[src/rtl/alu_pkg.sv]
// alu_pkg -- shared definitions for the sequential EX-stage ALU.
//   ALU_* : 3-bit ALUCtrl opcode encodings
//   state_t : top-level handshake FSM states
//   md_op_t : operation selector handed to the multiply/divide engine
package alu_pkg;

    localparam logic [2:0] ALU_AND  = 3'b000;
    localparam logic [2:0] ALU_OR   = 3'b001;
    localparam logic [2:0] ALU_ADD  = 3'b010;
    localparam logic [2:0] ALU_MUL  = 3'b011;
    localparam logic [2:0] ALU_DIVU = 3'b100;
    localparam logic [2:0] ALU_REMU = 3'b101;
    localparam logic [2:0] ALU_SUB  = 3'b110;
    localparam logic [2:0] ALU_SLT  = 3'b111;

    typedef enum logic [1:0] {
        S_IDLE,
        S_BUSY,
        S_DONE
    } state_t;

    typedef enum logic [1:0] {
        MD_MUL,
        MD_DIV,
        MD_REM
    } md_op_t;

    // Operations that run on the iterative engine instead of in one cycle.
    function automatic logic is_iterative(input logic [2:0] op);
        return (op == ALU_MUL) || (op == ALU_DIVU) || (op == ALU_REMU);
    endfunction

    function automatic md_op_t md_op_of(input logic [2:0] op);
        case (op)
            ALU_MUL:  return MD_MUL;
            ALU_DIVU: return MD_DIV;
            default:  return MD_REM;
        endcase
    endfunction

endpackage

[src/rtl/seq_muldiv.sv]
// seq_muldiv -- iterative shift-add multiplier / restoring unsigned divider.
//   clk_i, rst_n_i : clock, asynchronous active-low reset
//   start_i        : load operands and begin (ignored while busy by the top FSM)
//   op_i           : MD_MUL, MD_DIV or MD_REM
//   a_i, b_i       : operands, sampled only when start_i is high
//   done_o         : high during the final iteration cycle
//   result_o       : value after the current iteration; valid when done_o is high
module seq_muldiv
    import alu_pkg::*;
#(
    parameter int WIDTH = 32
) (
    input  logic             clk_i,
    input  logic             rst_n_i,
    input  logic             start_i,
    input  md_op_t           op_i,
    input  logic [WIDTH-1:0] a_i,
    input  logic [WIDTH-1:0] b_i,
    output logic             done_o,
    output logic [WIDTH-1:0] result_o
);

    localparam int CW = $clog2(WIDTH);

    // acc  : product accumulator (MUL) or partial remainder (DIV/REM)
    // sh   : multiplier shifted right (MUL) or dividend-in / quotient-out (DIV/REM)
    // opnd : multiplicand shifted left (MUL) or divisor (DIV/REM)
    logic [WIDTH-1:0] acc_q,  acc_d;
    logic [WIDTH-1:0] sh_q,   sh_d;
    logic [WIDTH-1:0] opnd_q, opnd_d;
    logic [CW-1:0]    cnt_q,  cnt_d;
    logic             busy_q, busy_d;
    md_op_t           op_q,   op_d;

    logic [WIDTH:0]   rem_shift;
    logic [WIDTH-1:0] rem_diff;
    logic             rem_ge;
    logic [WIDTH-1:0] step_acc, step_sh, step_opnd;

    // One iteration of whichever algorithm is in flight.
    always_comb begin
        rem_shift = {acc_q, sh_q[WIDTH-1]};
        rem_ge    = rem_shift >= {1'b0, opnd_q};
        rem_diff  = rem_shift[WIDTH-1:0] - opnd_q;
        step_opnd = opnd_q;
        if (op_q == MD_MUL) begin
            step_acc  = acc_q + (sh_q[0] ? opnd_q : '0);
            step_sh   = sh_q >> 1;
            step_opnd = opnd_q << 1;
        end else if (rem_ge) begin
            // Divisor of 0 always lands here, giving all-ones quotient and remainder = A.
            step_acc = rem_diff;
            step_sh  = {sh_q[WIDTH-2:0], 1'b1};
        end else begin
            step_acc = rem_shift[WIDTH-1:0];
            step_sh  = {sh_q[WIDTH-2:0], 1'b0};
        end
    end

    always_comb begin
        acc_d  = acc_q;
        sh_d   = sh_q;
        opnd_d = opnd_q;
        cnt_d  = cnt_q;
        busy_d = busy_q;
        op_d   = op_q;
        if (start_i) begin
            acc_d  = '0;
            sh_d   = (op_i == MD_MUL) ? b_i : a_i;
            opnd_d = (op_i == MD_MUL) ? a_i : b_i;
            cnt_d  = CW'(WIDTH - 1);
            busy_d = 1'b1;
            op_d   = op_i;
        end else if (busy_q) begin
            acc_d  = step_acc;
            sh_d   = step_sh;
            opnd_d = step_opnd;
            cnt_d  = cnt_q - 1'b1;
            busy_d = (cnt_q != '0);
        end
    end

    // NOTE: the datapath registers are reset along with the control bits; there is
    // no memory array here, and it keeps X out of the result after reset.
    always_ff @(posedge clk_i or negedge rst_n_i) begin
        if (!rst_n_i) begin
            acc_q  <= '0;
            sh_q   <= '0;
            opnd_q <= '0;
            cnt_q  <= '0;
            busy_q <= 1'b0;
            op_q   <= MD_MUL;
        end else begin
            acc_q  <= acc_d;
            sh_q   <= sh_d;
            opnd_q <= opnd_d;
            cnt_q  <= cnt_d;
            busy_q <= busy_d;
            op_q   <= op_d;
        end
    end

    // The top registers result_o on the done cycle, so the last iteration is included.
    assign done_o   = busy_q && (cnt_q == '0);
    assign result_o = (op_q == MD_DIV) ? step_sh : step_acc;

endmodule

[src/rtl/seq_alu.sv]
// seq_alu -- multi-cycle EX-stage ALU with valid/ready handshakes.
//   clk_i, rst_n_i          : clock, asynchronous active-low reset
//   in_valid_i / in_ready_o : operation handshake (data1_i, data2_i, ALUCtrl_i)
//   out_valid_o / out_ready_i : result handshake (data_o, Zero_o, Ovf_o)
// AND/OR/ADD/SUB/SLT finish in one cycle; MUL/DIVU/REMU take WIDTH cycles in seq_muldiv.
module seq_alu
    import alu_pkg::*;
#(
    parameter int WIDTH = 32
) (
    input  logic             clk_i,
    input  logic             rst_n_i,
    input  logic             in_valid_i,
    output logic             in_ready_o,
    input  logic [WIDTH-1:0] data1_i,
    input  logic [WIDTH-1:0] data2_i,
    input  logic [2:0]       ALUCtrl_i,
    output logic             out_valid_o,
    input  logic             out_ready_i,
    output logic [WIDTH-1:0] data_o,
    output logic             Zero_o,
    output logic             Ovf_o
);

    state_t           state_q, state_d;
    logic [WIDTH-1:0] data_q,  data_d;
    logic             zero_q,  zero_d;
    logic             ovf_q,   ovf_d;

    logic             accept;
    logic             iter_op;
    logic             md_done;
    logic [WIDTH-1:0] md_result;
    logic [WIDTH-1:0] sum, diff;
    logic [WIDTH-1:0] alu_res;
    logic             alu_ovf;

    assign iter_op = is_iterative(ALUCtrl_i);
    assign sum     = data1_i + data2_i;
    assign diff    = data1_i - data2_i;

    // NOTE: every variable assigned in an always_comb gets a default first, so no
    // path through the case can leave a latch behind.
    always_comb begin
        alu_res = '0;
        alu_ovf = 1'b0;
        case (ALUCtrl_i)
            ALU_AND: alu_res = data1_i & data2_i;
            ALU_OR:  alu_res = data1_i | data2_i;
            ALU_ADD: begin
                alu_res = sum;
                alu_ovf = (data1_i[WIDTH-1] == data2_i[WIDTH-1]) &&
                          (sum[WIDTH-1] != data1_i[WIDTH-1]);
            end
            ALU_SUB: begin
                alu_res = diff;
                alu_ovf = (data1_i[WIDTH-1] != data2_i[WIDTH-1]) &&
                          (diff[WIDTH-1] != data1_i[WIDTH-1]);
            end
            ALU_SLT: alu_res = {{(WIDTH-1){1'b0}}, ($signed(data1_i) < $signed(data2_i))};
            default: alu_res = '0;
        endcase
    end

    seq_muldiv #(
        .WIDTH (WIDTH)
    ) u_muldiv (
        .clk_i    (clk_i),
        .rst_n_i  (rst_n_i),
        .start_i  (accept && iter_op),
        .op_i     (md_op_of(ALUCtrl_i)),
        .a_i      (data1_i),
        .b_i      (data2_i),
        .done_o   (md_done),
        .result_o (md_result)
    );

    // FSM: state register
    // NOTE: sequential blocks use non-blocking <= so every flop samples pre-edge values.
    always_ff @(posedge clk_i or negedge rst_n_i) begin
        if (!rst_n_i) state_q <= S_IDLE;
        else          state_q <= state_d;
    end

    // FSM: next state. An accept out of DONE retires the old result on the same edge.
    always_comb begin
        state_d = state_q;
        if (accept) begin
            state_d = iter_op ? S_BUSY : S_DONE;
        end else begin
            case (state_q)
                S_BUSY:  if (md_done) state_d = S_DONE;
                S_DONE:  if (out_ready_i) state_d = S_IDLE;
                default: state_d = state_q;
            endcase
        end
    end

    // FSM: outputs. out_ready_i -> in_ready_o is the only combinational output path.
    always_comb begin
        in_ready_o  = (state_q == S_IDLE) || ((state_q == S_DONE) && out_ready_i);
        out_valid_o = (state_q == S_DONE);
        accept      = in_valid_i && in_ready_o;
    end

    // Result registers: flags are captured with the data so they always describe data_o.
    always_comb begin
        data_d = data_q;
        zero_d = zero_q;
        ovf_d  = ovf_q;
        if (accept && !iter_op) begin
            data_d = alu_res;
            zero_d = (alu_res == '0);
            ovf_d  = alu_ovf;
        end else if ((state_q == S_BUSY) && md_done) begin
            data_d = md_result;
            zero_d = (md_result == '0);
            ovf_d  = 1'b0;
        end
    end

    always_ff @(posedge clk_i or negedge rst_n_i) begin
        if (!rst_n_i) begin
            data_q <= '0;
            zero_q <= 1'b0;
            ovf_q  <= 1'b0;
        end else begin
            data_q <= data_d;
            zero_q <= zero_d;
            ovf_q  <= ovf_d;
        end
    end

    assign data_o = data_q;
    assign Zero_o = zero_q;
    assign Ovf_o  = ovf_q;

endmodule
[config.mk]
export PLATFORM = sky130hd
export DESIGN_NAME = seq_alu
export DESIGN_NICKNAME = d
export VERILOG_FILES = /design/src/rtl/alu_pkg.sv /design/src/rtl/seq_muldiv.sv /design/src/rtl/seq_alu.sv
export SDC_FILE = /design/constraint.sdc
export NUM_CORES = 1
export LEC_CHECK = 0
export BUFFER_PORTS_ARGS = -buffer_cell sky130_fd_sc_hd__clkbuf_2
export CAP_MARGIN = 0
export CORE_ASPECT_RATIO = 0.8
export CORE_MARGIN = 5
export CORE_UTILIZATION = 53
export DETAILED_ROUTE_END_ITERATION = 10
export PLACE_DENSITY = 0.79
export SYNTH_ARGS = -nofsm -noshare
export SYNTH_HDL_FRONTEND = slang
export SYNTH_SLANG_ARGS = --single-unit
[constraint.sdc]
create_clock -name clk_i -period 13 [get_ports clk_i]
set_input_delay 1.3 -clock clk_i [delete_from_list [all_inputs] [get_ports clk_i]]
set_output_delay 1.3 -clock clk_i [all_outputs]
set_load 0.05 [all_outputs]
==> key figures <==
STA
  • Fin crit share: 0.4172
  • RSZ-0062 raised after global routing: no
  • Max frequency: 0.1844 GHz
  • Slew Limit Headroom: 0.07748
  • Slew Limit Fails: 0
  • Endpoints failing setup: 0
  • Min Tclk post-route: 5.424 ns
  • Setup_tns: 0 ns
  • Final hold vios: 0
  • Slew @ Worst Pin: about 1.3 ns
  • Final setup skew: 0.01011 ns

Worst setup path
  • RR Startpoint: u_muldiv.sh_q[0]
  • Critical R2R Capture: Zero_o
  • Largest fanout on the critical path: 15
  • Crit Path Class: in -> reg
  • Worst r2r path cells: 16
  • Startpoint types: input pin
  • Worst Path Arrival: 5.80 ns
  • Worst setup EP type: register
  • Flop-to-flop setup slack: between 7 and 8 ns
  • CP Data Required Time: 13.38 ns

Global routing
  • GRT Total Usage: 0.3537
  • Overflow after GRT: 0
  • First-pass GRT wire length: around 110 mm
  • Largest net degree at the start of global routing: 97
  • Initial antenna violation count: 2
  • Vias in the first global route: 17.94k

Worst hold path
  • Hold Crit Depth: 2
  • Hold wc startpoint: data_o[7]
  • Hold Crit Class: reg -> reg
  • WHS Endpoint: data_o[7]

Route
  • Detailed Route WL: 68.69 mm
  • Routed vias/inst: 6.826
  • DRC Markers: 0
  • Vias after detailed routing: 19.64k
  • WL/cell: 23.87 um
  • DR iter-0 viols: 2878
  • Drt first pass iters: 6
  • ANT nets after route: 0

Yosys
  • EDFF count, synth: 0
  • #FFs+latches synth: 140
  • Seq/Total Area, Yosys: 0.1986
  • Top_reg_cell synth: dfrtp_1
  • Ys Warns: 0
  • Syn avg cell area: between 7 and 8 um^2
  • Fraction of registers with async set/reset: 1.000
  • Mapped Cells: 2454
  • Mapped Nets: 2693
  • Netlist cell types: 87
  • Synthesized area: 17640 um^2

Place
  • Cell total after placement: 2847
  • Port-buffer cells: 106
  • DP HPWL: 51.72 mm
  • Final Wtd Congestion: ~1

CTS
  • Post-CTS Resized: 0
  • CTS tree: yes
  • CTS Hold Bufs: 0
  • Worst-Skew Late Latency: between 0.4 and 0.5 ns
  • CTS buffer count: 17
  • CTS root buf: clkbuf_16
  • CTS H-tree depth: 4
  • Clock Tree Buf Depth: 2
  • CTS sink cnt: 140
  • Clk slew on worst S/H paths: 0.06 ns
  • Number of setup buffers added after CTS: 0

Die
  • Chip width: 214.0 um
  • Die area: 37060 um^2
  • Rows: 59
  • # IOs: 107
  • Core area: 32700 um^2
  • DIE HEIGHT: 173.2 um
  • Starting Density: 0.5394

Layout
  • Syn-to-layout area delta: 7.206%
  • Post-Layout Cell Count: ~2.9k
  • Nets: 2678
  • Fillcell total: 3084
  • Share of layout cells above drive strength 1: 0.08286
  • Antenna Cells: 0

Power and ir drop
  • Maximum vdd drop: between 0.00015 and 0.0002 V
  • Power per Cell Area: roughly 280 nW/um^2
  • Leakage power: slightly below 9 nW

Status
  • Status: completed

Run
  • Max Cap Viol: 0
==> placed cells by master (no fill, tap or decap), drive strengths merged, types with 12 or more instances in the layout <==
master and n:
o21ai 176, a21o 27, and2 43, xor2 28, nor2b 25, xnor2 45
o21a 17, a21oi 180, a31oi 57, nand3 72, nand4 31, o221ai 18
nand2b 13, ha 164, o31ai 24, a211oi 44, dfrtp 140, clkbuf 129
nand2 350, a22oi 17, nor2 202, nor4 20, nor3 46, o211ai 64
mux2i 89, a221oi 12, buf 26, inv 174
==> worst max path at each step <==
stage               cells past startpoint  endpoint    startpoint  slack, ns
floorplan                              15    Zero_o    data1_i[0]       8.70
global placement                       15    Zero_o  ALUCtrl_i[2]       7.42
detailed placement                     15    Zero_o  ALUCtrl_i[2]       7.35
CTS                                    15    Zero_o  ALUCtrl_i[2]       7.80
global route                           15    Zero_o  ALUCtrl_i[2]       7.38
finish                                 14    Zero_o   data1_i[12]       7.58
==> cell families (layout without fill, tap and decap cells) <==
logic type | Yosys count | in the layout | share of synthesized area
simple gates | 859 | 859 | 0.2221
flops | 140 | 140 | 0.1986
buf+inv | 340 | 336 | 0.07462
mux | 90 | 90 | 0.05178
xor+xnor | 73 | 73 | 0.03624
fa+ha+maj | 168 | 168 | 0.1209
compound gates | 784 | 784 | 0.2958
==> synth_stat cells (all sizes together) (43+ instances only) <==
library cell    n  area [um^2]
nand2         350         1316
nor2          202        758.2
a21oi         180        912.1
o21ai         176        880.8
inv           174        653.1
ha            164         2052
dfrtp         140         3503
clkbuf        135        506.7
mux2i          89        890.9
nand3          72        360.4
o211ai         64        485.5
a31oi          57        371.6
nor3           46        230.2
xnor2          45        394.1
a211oi         44        345.3
and2           43        269.0
==> final cells by class <==
class / instances / area, um^2 / area share
Timing Repair Buffer: 131 / 724.4 / 0.03831
Inverter: 175 / 656.9 / 0.03473
Sequential cell: 140 / 3507 / 0.1854
Clock inverter: 6 / 135.1 / 0.007145
Tap cell: 427 / 534.3 / 0.02825
Multi-Input combinational cell: 1974 / 12870 / 0.6806
Clock buffer: 24 / 481.7 / 0.02547
==> state kept, by name, summed over array words and instances (netlist names) <==
name             count
state_q              2
Zero_o               1
u_muldiv.busy_q      1
u_muldiv.op_q        2
u_muldiv.opnd_q     32
Ovf_o                1
data_o              32
u_muldiv.acc_q      32
u_muldiv.sh_q       32
u_muldiv.cnt_q       5
==> metrics by stage <==
stage | utilization | power (mW) | hold slack [ns] | worst slack (ns) | area (um^2)
after floorplan | - | 3.532 | 0.4809 | 8.697 | 17640
after global placement | 0.5594 | 4.463 | 0.4825 | 7.424 | 18300
after detailed placement | 0.5594 | 4.527 | 0.4850 | 7.345 | 18300
after CTS | 0.5783 | 5.091 | 0.5036 | 7.800 | 18910
after global routing | 0.5783 | 5.543 | 0.5342 | 7.381 | 18910
final | 0.5783 | 5.210 | 0.5067 | 7.576 | 18910
==> critical path, cell delays in order <==
cell       delay [ns]
clkbuf_2         0.18
inv_1            0.06
ha_1             0.52
nor4_1           0.83
a21boi_0         0.58
a211oi_1         0.14
mux2i_1          0.18
a211oi_1         0.45
nand3_1          0.14
nor4_1           0.53
nand4_1          0.20
a2111oi_0        0.42
a32oi_1          0.16
o21ai_1          0.09
==> power by group <==
part | leakage (nW) | internal [mW] | switching, mW
combinational | 6.77 | 1.32 | 2.44
clock | 0.293 | 0.334 | 0.206
sequential | 1.68 | 0.649 | 0.266
==> layer usage <==
layer  wire [um]  GRT usage
met5          24          0
met4        3202     0.1409
met3        8181    0.07500
met2       28630     0.5200
met1       28650     0.5070
Note: power is estimated with default switching activity, not from simulation.
